--- src/rtl/rr_arb_pkg.sv ---
// Shared types and sizes for the 8-way round-robin arbiter.
// Imported by the pick logic and the arbiter top.
package rr_arb_pkg;

    localparam int NUM_REQ = 8;
    localparam int SEL_W   = 3;

    typedef enum logic {
        IDLE  = 1'b0,
        GRANT = 1'b1
    } state_t;

endpackage

--- src/rtl/rr_pick_8.sv ---
// Rotate-and-priority search: first set req bit at or after ptr.
// Purely combinational; any flags a non-empty request vector.
module rr_pick_8
    import rr_arb_pkg::*;
(
    input  logic [NUM_REQ-1:0] req,
    input  logic [SEL_W-1:0]   ptr,
    output logic [SEL_W-1:0]   w,
    output logic               any
);

    logic [2*NUM_REQ-1:0] dbl;
    logic [NUM_REQ-1:0]   rot;
    logic [SEL_W-1:0]     off;

    // Bit k of rot is requester ptr+k, so the lowest set bit wins.
    assign dbl = {req, req};
    assign rot = dbl[ptr +: NUM_REQ];

    always_comb begin
        off = '0;
        for (int i = NUM_REQ - 1; i >= 0; i--) begin
            if (rot[i]) off = SEL_W'(i);
        end
    end

    assign w   = ptr + off;
    assign any = |req;

endmodule

--- src/rtl/rr_arbiter_8.sv ---
// Round-robin arbiter driving a 3-to-8 decoder (sel -> S, en -> E).
// Grants end on req drop or hold timeout, always followed by one idle cycle.
module rr_arbiter_8
    import rr_arb_pkg::*;
#(
    parameter int MAX_HOLD = 16,
    parameter int CNT_W    = 5
) (
    input  logic               clk,
    input  logic               rst_n,
    input  logic [NUM_REQ-1:0] req,
    output logic [SEL_W-1:0]   sel,
    output logic               en,
    output logic               timeout
);

    localparam logic [CNT_W-1:0] LAST =
        CNT_W'((MAX_HOLD == 0) ? 0 : MAX_HOLD - 1);

    state_t           state;
    logic [SEL_W-1:0] ptr;
    logic [CNT_W-1:0] cnt;
    logic [SEL_W-1:0] w;
    logic             any;
    logic             hit;
    logic             held;

    rr_pick_8 u_pick (
        .req (req),
        .ptr (ptr),
        .w   (w),
        .any (any)
    );

    assign held = req[sel];
    assign hit  = (MAX_HOLD != 0) && (cnt == LAST);

    always_ff @(posedge clk or negedge rst_n) begin
        if (!rst_n) begin
            state   <= IDLE;
            sel     <= '0;
            en      <= 1'b0;
            timeout <= 1'b0;
            ptr     <= '0;
            cnt     <= '0;
        end else begin
            timeout <= 1'b0;
            unique case (state)
                IDLE: begin
                    if (any) begin
                        sel   <= w;
                        en    <= 1'b1;
                        cnt   <= '0;
                        state <= GRANT;
                    end
                end
                GRANT: begin
                    if (!held || hit) begin
                        en      <= 1'b0;
                        ptr     <= sel + SEL_W'(1);
                        state   <= IDLE;
                        // A holder that dropped req is a normal release.
                        timeout <= held;
                    end else if (MAX_HOLD != 0) begin
                        cnt <= cnt + CNT_W'(1);
                    end
                end
            endcase
        end
    end

endmodule

--- config.mk ---
export PLATFORM = sky130hd
export DESIGN_NAME = rr_arbiter_8
export DESIGN_NICKNAME = d
export VERILOG_FILES = /design/src/rtl/rr_arb_pkg.sv /design/src/rtl/rr_pick_8.sv /design/src/rtl/rr_arbiter_8.sv
export SDC_FILE = /design/constraint.sdc
export NUM_CORES = 1
export LEC_CHECK = 0
export CAP_MARGIN = 20
export CORE_ASPECT_RATIO = 1.75
export CORE_MARGIN = 4
export CORE_UTILIZATION = 51
export DETAILED_ROUTE_END_ITERATION = 10
export GPL_TIMING_DRIVEN = 0
export PLACE_DENSITY = 0.74
export SLEW_MARGIN = 0
export SYNTH_ARGS = -nofsm -noshare
export SYNTH_HDL_FRONTEND = slang
export SYNTH_SLANG_ARGS = --single-unit
--- constraint.sdc ---
create_clock -name clk -period 3.1 [get_ports clk]
set_input_delay 0.31 -clock clk [delete_from_list [all_inputs] [get_ports clk]]
set_output_delay 0.31 -clock clk [all_outputs]
set_load 0.03 [all_outputs]
==> metrics.cfg <==
[critical_path]
crit-reg2reg-launch=ptr[0]
worstSetupEndpointType=flop
crit_required_ns=3.27
crit_type=flop to flop
cp_slowest_cell=mux4_1
cp-start-kind=flop
crit_buf_inv=2
crit_family=multiplexers
critical-path-max-stage-delay_ns=0.62
setup.worst_path.start=ptr[0]
cp_max_fo=6
worstPathCellList=buf_2, mux4_1, mux2i_1, o2111ai_1, o211ai_1, nor3b_2, ha_1, inv_1, fa_1, nand2b_1, o211ai_1
crit_path_frequent_cell=o211ai_1
cp.arrival_ns=2.99

[grt]
use_met3_pct=2.15
grt_pass1_vias=1231
grt_pass1_wl_um=5610
globalRouteOverflowTotal=0
grtUsageMet1_pct=23.4
use_met2_pct=41.4
antenna_found_initial=0
grt_usage_pct=22.4
busiest_layer=met2
grt_max_degree=15

[timing]
hold_violations=0
finClkSkew_ns=0.00382
post-route-min-period_ns=2.82
finalSetupTns_ns=0
slew_headroom_pct=58.2
setup_violations=0
rsz0062_at_grt=no
max_clock_freq_mhz=355
worst_pin_slew_ns=0.625
slew_violations=0
period_share_pct=91.0

[synth]
synth-seq-cells=14
synthXorXnorAreaFrac_pct=0.669
netlist_instances=133
syn_avg_cell_area_um2=9.84
yosysTopAreaCellShare_pct=26.8
yosys-mux-area-fraction_pct=26.2
synth_cell_type_count=45
synth_fa_ha_area_share_pct=6.21
synth_area_leader_cell=dfrtp_1
synthFlopType=dfrtp_1
synth_edf_count=0
synth-compound-area-share_pct=16.4
synthSimpleGateAreaFrac_pct=18.3
synth_top_family_by_area=multiplexers
async_flop_share_pct=100
synth_area_mm2=0.00131
synth_area_leaders=dfrtp_1, mux2i_1, mux4_2
yosysSeqAreaShare_pct=26.8
ys_warn_count=0
syn_nets=148

[route]
routedWlPerCell_um=18.4
drc=0
drtIter0Drc=36
ant_nets=0
vias=1132
drt_pass1_iterations=4
drt-total-wl_um=3230
routed_via_density=6.43

[pwr]
p_leak_nw=0.658
ir_worst_vdd_mv=0.602
cellPowerDensity_mw_per_mm2=1030

[clocking]
cts_tree=built
clk_pin_slew_worst_paths_ns=0.06
root_buffer=clkbuf_8
cts_max_path_buffers=2
insertion_delay_ns=0.25
ctsResizeCount=0
numCtsBuffers=3
clock_tree.htree_level_count=1
ctsHoldBuffers=0
post-cts-setup-buffers=0
cts_sinks=14

[layout]
final_cell_mix=nand2_1, mux2i_1, dfrtp_1
layout.nets=166
multi_input_area_um2=887
area_growth_pct=16.6
drive_above_1_share_pct=18.7
layout_commonest_cell=nand2_1
antenna_cells=0
final_area_mm2=0.00153
seq_area_um2=350
fill_cells=209

[floorplanning]
die-width_um=46.3
die-height_um=75.0
dieArea_mm2=0.00347
rows=24
coreArea_mm2=0.00246
initial_utilization_pct=53.2
ios=15

[place]
globalplace.congestion=0.836
placed_area_mm2=0.00147
dp.final_hpwl_um=2500
port_buffers=13

[outcome]
status=completed

[min_path]
hp-class=primary input to async pin

[flow_run]
drv_cap=0

==> Yosys cell counts (2+ instances only) <==
| cell type | n |
|---|---|
| nand2_1 | 17 |
| dfrtp_1 | 14 |
| mux2i_1 | 14 |
| a21oi_1 | 8 |
| inv_1 | 8 |
| ha_1 | 4 |
| mux4_2 | 4 |
| nand2b_1 | 4 |
| o21a_1 | 4 |
| o21ai_0 | 4 |
| buf_2 | 3 |
| nor2_1 | 3 |
| nor3_1 | 3 |
| o2111ai_1 | 3 |
| or2_2 | 3 |
| buf_6 | 2 |
| mux2_2 | 2 |
| mux4_1 | 2 |
| nand4_1 | 2 |
| nor4_1 | 2 |
| o211ai_1 | 2 |
| o21ai_2 | 2 |
==> flip-flops by register name (all words and copies together), names as in the netlist <==
| signal | cells |
|---|---|
| cnt | 5 |
| sel | 3 |
| state | 1 |
| en | 1 |
| ptr | 3 |
| timeout | 1 |
==> layout make-up <==
| class | instances | share of cell area [%] |
|---|---|---|
| multi-input combinational | 105 | 58.1 |
| sequential | 14 | 23.0 |
| timing repair buffer | 13 | 8.52 |
| clock buffer | 4 | 3.61 |
| buffer | 6 | 2.70 |
| tap | 26 | 2.13 |
| inverter | 8 | 1.97 |
==> logic make-up (layout without fill, tap and decap cells) <==
group           count (synthesis)  in the layout
compound gates                 31             31
xor+xnor                        1              1
fa+ha+maj                       6              6
buf+inv                        14             31
flops                          14             14
mux                            24             24
simple gates                   43             43
==> per-layer routing <==
metal,wire (um),up-vias
met5,0,-
met4,104,0
met3,102,9
met2,1770,33
met1,1260,556
li1,-,534
==> final timing paths <==
kind                       cells past startpoint  endpoint  slack [ns]
hold / removal                                 1    cnt[1]        0.45
max in group asynchronous                      1    ptr[1]        2.25
hold reg to reg                                1    cnt[3]        0.48
min in group clk                               1    cnt[3]        0.48
setup / recovery                              11    sel[2]        0.28
setup reg to reg                              11    sel[2]        0.28
==> through the flow <==
| step | power (W) | util, % | hold slack, ns | setup WS (ns) | instances |
|---|---|---|---|---|---|
| after global placement | 0.00132 | 59.8 | 0.453 | 0.142 | 172 |
| after floorplan | 0.00111 | - | 0.0144 | 0.626 | 133 |
| after detailed placement | 0.00138 | 59.8 | 0.478 | 0.0389 | 172 |
| final | 0.00157 | 62.0 | 0.447 | 0.280 | 176 |
| after global routing | 0.00169 | 62.0 | 0.481 | 0.0501 | 176 |
| after CTS | 0.00157 | 62.0 | 0.463 | 0.276 | 176 |
==> where the power goes <==
| group | total (W) | internal [W] | switching, W |
|---|---|---|---|
| Combinational | 0.00105 | 0.000496 | 0.000551 |
| Clock | 0.000183 | 0.000113 | 0.0000700 |
| Sequential | 0.000337 | 0.000255 | 0.0000821 |
==> worst reg2reg max path, cell delays in order, from the launching register on <==
cell and delay, ns:
dfrtp_1 0.38, buf_2 0.22, mux4_1 0.62, mux2i_1 0.17
o2111ai_1 0.14, o211ai_1 0.09, nor3b_2 0.20, ha_1 0.17
inv_1 0.05, fa_1 0.38, nand2b_1 0.16, o211ai_1 0.17
No activity file was read; power rests on OpenSTA's default activity.
